## src/rtl/wmc_pkg.sv

```systemverilog
// Shared definitions for the wash-cycle sequencer: state codes seen by the cycle timer,
// motor speed codes and small state-decode helpers.
package wmc_pkg;

    typedef enum logic [2:0] {
        StIdle      = 3'd0,
        StLock      = 3'd1,
        StFillWater = 3'd2,
        StHeatWater = 3'd3,
        StWash      = 3'd4,
        StRinse     = 3'd5,
        StSpin      = 3'd6,
        StComplete  = 3'd7
    } state_t;

    localparam logic [1:0] MOTOR_OFF    = 2'd0;
    localparam logic [1:0] MOTOR_TUMBLE = 2'd1;
    localparam logic [1:0] MOTOR_SPIN   = 2'd3;

    // States that wait on a timer response (fill through spin).
    function automatic logic is_timed(state_t s);
        return (s >= StFillWater) && (s <= StSpin);
    endfunction

    function automatic logic [1:0] motor_for(state_t s);
        logic [1:0] speed;
        speed = MOTOR_OFF;
        if (s == StWash || s == StRinse) speed = MOTOR_TUMBLE;
        if (s == StSpin)                 speed = MOTOR_SPIN;
        return speed;
    endfunction

endpackage

```

## src/rtl/wmc_watchdog.sv

```systemverilog
// Per-state residency counter: clears on a state change, counts in timed states,
// saturates, and flags expiry on the last allowed cycle when no response arrives.
module wmc_watchdog #(
    parameter int unsigned WDOG_CYCLES = 16
) (
    input  logic clock,
    input  logic reset,
    input  logic i_clear,
    input  logic i_count,
    input  logic i_response,
    output logic o_expire
);

    localparam int unsigned CntW = $clog2(WDOG_CYCLES + 1);
    localparam logic [CntW-1:0] Last = CntW'(WDOG_CYCLES - 1);

    logic [CntW-1:0] r_count;

    always_ff @(posedge clock or posedge reset) begin
        if (reset) begin
            r_count <= '0;
        end else if (i_clear) begin
            r_count <= '0;
        end else if (i_count && (r_count != Last)) begin
            r_count <= r_count + CntW'(1);
        end
    end

    assign o_expire = i_count && (r_count == Last) && !i_response;

endmodule

```

## src/rtl/wash_controller.sv

```systemverilog
// Wash-cycle sequencer driving the timer state bus and the actuators (registered decode).
// Define WMC_WATCHDOG_EN to add the per-state watchdog fault.
module wash_controller
    import wmc_pkg::*;
#(
    parameter int unsigned WDOG_CYCLES = 16
) (
    input  logic       clock,
    input  logic       reset,
    input  logic       start,
    input  logic       cancel,
    input  logic       door_closed,
    input  logic       sig_Full,
    input  logic       sig_Temperature,
    input  logic       sig_Completed,
    output logic [2:0] state,
    output logic       water_valve,
    output logic       heater,
    output logic [1:0] motor_speed,
    output logic       drain,
    output logic       door_lock,
    output logic       done,
    output logic       fault
);

    state_t     r_state;
    state_t     w_next;
    logic       r_fault;
    logic       w_fault_next;
    logic       r_cmpl_prev;
    logic       w_response;
    logic       w_expire;
    logic       w_timed;
    logic       w_state_change;
    logic       r_water_valve;
    logic       r_heater;
    logic [1:0] r_motor_speed;
    logic       r_drain;
    logic       r_door_lock;
    logic       r_done;

    assign w_timed        = is_timed(r_state);
    assign w_state_change = (w_next != r_state);

    // Completed must be re-qualified by a rising edge so a held pulse advances only one step.
    always_comb begin
        w_response = 1'b0;
        case (r_state)
            StFillWater:             w_response = sig_Full;
            StHeatWater:             w_response = sig_Temperature;
            StWash, StRinse, StSpin: w_response = sig_Completed && !r_cmpl_prev;
            default:                 w_response = 1'b0;
        endcase
    end

`ifdef WMC_WATCHDOG_EN
    wmc_watchdog #(
        .WDOG_CYCLES(WDOG_CYCLES)
    ) u_watchdog (
        .clock     (clock),
        .reset     (reset),
        .i_clear   (w_state_change),
        .i_count   (w_timed),
        .i_response(w_response),
        .o_expire  (w_expire)
    );
`else
    logic w_unused_wdog;
    assign w_unused_wdog = (WDOG_CYCLES != 0);
    assign w_expire      = 1'b0;
`endif

    always_comb begin
        w_next       = r_state;
        w_fault_next = r_fault;
        case (r_state)
            StIdle: begin
                if (start) begin
                    w_fault_next = 1'b0;
                    if (door_closed && !cancel) w_next = StLock;
                end
            end
            StLock: begin
                w_next = (door_closed && !cancel) ? StFillWater : StIdle;
            end
            StComplete: begin
                if (!door_closed) w_next = StIdle;
            end
            default: begin
                if (!door_closed || w_expire) begin
                    w_next       = StIdle;
                    w_fault_next = 1'b1;
                end else if (cancel) begin
                    w_next = StIdle;
                end else if (w_response) begin
                    w_next = state_t'(r_state + 3'd1);
                end
            end
        endcase
    end

    always_ff @(posedge clock or posedge reset) begin
        if (reset) begin
            r_state       <= StIdle;
            r_fault       <= 1'b0;
            r_cmpl_prev   <= 1'b0;
            r_water_valve <= 1'b0;
            r_heater      <= 1'b0;
            r_motor_speed <= MOTOR_OFF;
            r_drain       <= 1'b0;
            r_door_lock   <= 1'b0;
            r_done        <= 1'b0;
        end else begin
            r_state       <= w_next;
            r_fault       <= w_fault_next;
            r_cmpl_prev   <= sig_Completed;
            r_water_valve <= (w_next == StFillWater);
            r_heater      <= (w_next == StHeatWater);
            r_motor_speed <= motor_for(w_next);
            r_drain       <= (w_next == StRinse) || (w_next == StSpin);
            r_door_lock   <= (w_next >= StLock) && (w_next <= StSpin);
            r_done        <= (w_next == StComplete);
        end
    end

    assign state       = r_state;
    assign fault       = r_fault;
    assign water_valve = r_water_valve;
    assign heater      = r_heater;
    assign motor_speed = r_motor_speed;
    assign drain       = r_drain;
    assign door_lock   = r_door_lock;
    assign done        = r_done;

endmodule
```

## config.mk

```make
export PLATFORM = sky130hd
export DESIGN_NAME = wash_controller
export DESIGN_NICKNAME = d
export VERILOG_FILES = /design/src/rtl/wmc_pkg.sv /design/src/rtl/wmc_watchdog.sv /design/src/rtl/wash_controller.sv
export SDC_FILE = /design/constraint.sdc
export NUM_CORES = 1
export LEC_CHECK = 0
export CELL_PAD_IN_SITES_DETAIL_PLACEMENT = 1
export CELL_PAD_IN_SITES_GLOBAL_PLACEMENT = 1
export CORE_UTILIZATION = 35
export DETAILED_ROUTE_END_ITERATION = 10
export PLACE_DENSITY = 0.76
export SETUP_SLACK_MARGIN = 0.1
export SYNTH_ARGS = -nofsm -noshare
export SYNTH_HDL_FRONTEND = slang
export SYNTH_SLANG_ARGS = --single-unit
```

## constraint.sdc

```tcl
create_clock -name clock -period 2.6 [get_ports clock]
set_input_delay 0.52 -clock clock [delete_from_list [all_inputs] [get_ports clock]]
set_output_delay 0.52 -clock clock [all_outputs]
set_load 0.005 [all_outputs]
```

==> run metrics <==
area grow syn2layout=33.8%; grt ovf=0; crit-path max FO=6; Int Pwr=469 uW; Synth Flop Type=dfrtp_1; Power Density=827 nW/um2; cell accounting for the most synthesized area=dfrtp_1; TritonRoute pass-1 iters=2; routed len/inst=13.4 um; Routability Congestion=0.778; ratio of cells with drive above 1 in the final layout=0.141; CTS buffer count=3; Flop pwr share=0.329; CP required=2.75 ns; Worst Hold Class=flop to flop; most common cell in the synthesized netlist=dfrtp_1; period utilization=0.874; largest net degree at the start of global routing=13; share of the synthesized area in the top cell type=0.434; clock latency on the worst-skew pair=0.26 ns; register area share after synthesis=0.434; Post-synth ARST share=1.00; Die ar.=2160 um2; Layout Nets=101; # setup viols final=0; Static Leak=0.000389 uW; diode count=0; synthesized flop and latch total=12; endpoints failing hold=0; Least-Margin Pin Slew=0.492 ns; Reg clk slew, reported paths=0.07 ns; crit path launch type=flop; critical path launch point=state[0]; sw frac=0.387; chip width=46.5 um; Critical Path Sink Type=flop; main area contributors after synthesis=dfrtp_1, ha_1, a21oi_1; Post-CTS Resized=0; Post-Syn Area=692 um2; TritonCTS clock tree=yes; fin crit period=2.27 ns; initial antenna violation count=0; vias per cell=4.98; TNS Setup=0 ns; P_sw=296 uW; Core Rows=15; Max Slew Vio Count=0; Clock Root Buffer=clkbuf_4; Clk pwr share=0.142; port bufs=18; WP data arrival=2.42 ns; worst hold margin=0.553 ns; RSZ-0062 raised after global routing=no; post-CTS setup buffer count=0; Syn Area/Cell=10.8 um2; FILL cells=208; Via Count=548; Max Fclk=0.440 GHz; clk buf depth=2; Total GRT Usage=0.168; top post-synthesis cells by count=dfrtp_1, a21oi_1, ha_1, inv_1, nand2_1; outcome=complete, no violations; height of the die=46.5 um; HPWL Detailed=1.20 mm; CTS sink cnt=12; # IOs=19; antenna-violating nets left=0; H-tree depth=1; drt drc=0; skew final=0.00207 ns; maximum VDD drop=0.490 mV; Slew HR=0.671; Comb pwr share=0.529; Hold Startpoint=fault; Post-synth EDFFs=0; worst r2r src=state[0]; vias in the first global route=564; DR iter-0 viols=9; synthesized instance count=64; core area=1780 um2; final wirelength=1.47 mm; Max-cap violations=0; r2r setup slk=0.33 ns; crit path kind=flop to flop; Starting Density=0.388; hold_buf cts=0; Net Count, Synth=78; yosys warns=0; Yosys cell types=28; first-pass GRT wire length=2.53 mm
## final timing paths
kind / cells after the start / endpoint
min in group asynchronous: 2 / state[2]
worst max register to register: 9 / door_lock
worst max-delay path: 9 / door_lock
worst min register to register: 2 / fault
worst min-delay path: 2 / fault
max in group asynchronous: 2 / water_valve
## kinds of logic after synthesis
| kind of cell | share of synthesized area |
|---|---|
| AOI/OAI and AO/OA | 0.192 |
| xor gates and xnor gates | 0.0127 |
| adders and majority gates | 0.108 |
| buffers and inverters | 0.0380 |
| DFF | 0.434 |
| muxes | 0.0362 |
| and+or+nand+nor | 0.179 |
## worst max-delay path: stages (launching register included)
cell     delay [ns]
dfrtp_1        0.45
ha_1           0.27
ha_1           0.20
nand2_1        0.07
a32oi_2        0.29
mux2_4         0.34
o22a_4         0.23
inv_2          0.09
and3_4         0.19
nor2_2         0.03
## layout make-up
type                       count  area [um2]  share of cell area
clock buffer                   3        22.5              0.0243
inverter                       7        26.3              0.0284
multi-input combinational     45         365               0.395
sequential                    12         300               0.324
tap                           25        31.3              0.0338
timing repair buffer          18         180               0.195
## power by group through the flow
stage	logic (uW)	clock network (uW)	registers (uW)
finish	405	109	252
global route	455	122	256
CTS	410	115	252
detailed placement	406	0	256
global placement	396	0	257
floorplan	266	0	256
## cell usage in the layout, fill, tap and decap left out, drive strengths merged, types with 2 or more instances in the layout
master         instances
inv                    7
nand2                  5
clkdlybuf4s50         18
nand2b                 4
clkbuf                 3
and3                   2
ha                     6
nor2                   4
nor3                   2
a32oi                  2
a21oi                  6
dfrtp                 12
## flip-flops by register name, summed over array words and instances (netlist names)
name         count
heater           1
motor_speed      2
door_lock        1
water_valve      1
r_cmpl_prev      1
fault            1
drain            1
done             1
state            3
## metrics by stage
stage	power (uW)	cells	setup WS, ns	utilization	area [um2]
after CTS	777	110	0.322	0.519	926
after global routing	833	110	0.173	0.519	926
final	766	110	0.327	0.519	926
after floorplan	521	64	0.529	-	692
after global placement	654	107	0.229	0.507	903
after detailed placement	662	107	0.171	0.507	903
## metal layers
layer  part of all wire  vias to the layer above  GRT usage
met3              0.026                        0     0.0353
li1                   -                      264          -
met2               0.47                       12      0.269
met4                  0                        0     0.0529
met1               0.50                      272      0.225
met5                  0                        -          0
No activity file was read; power rests on OpenSTA's default activity.
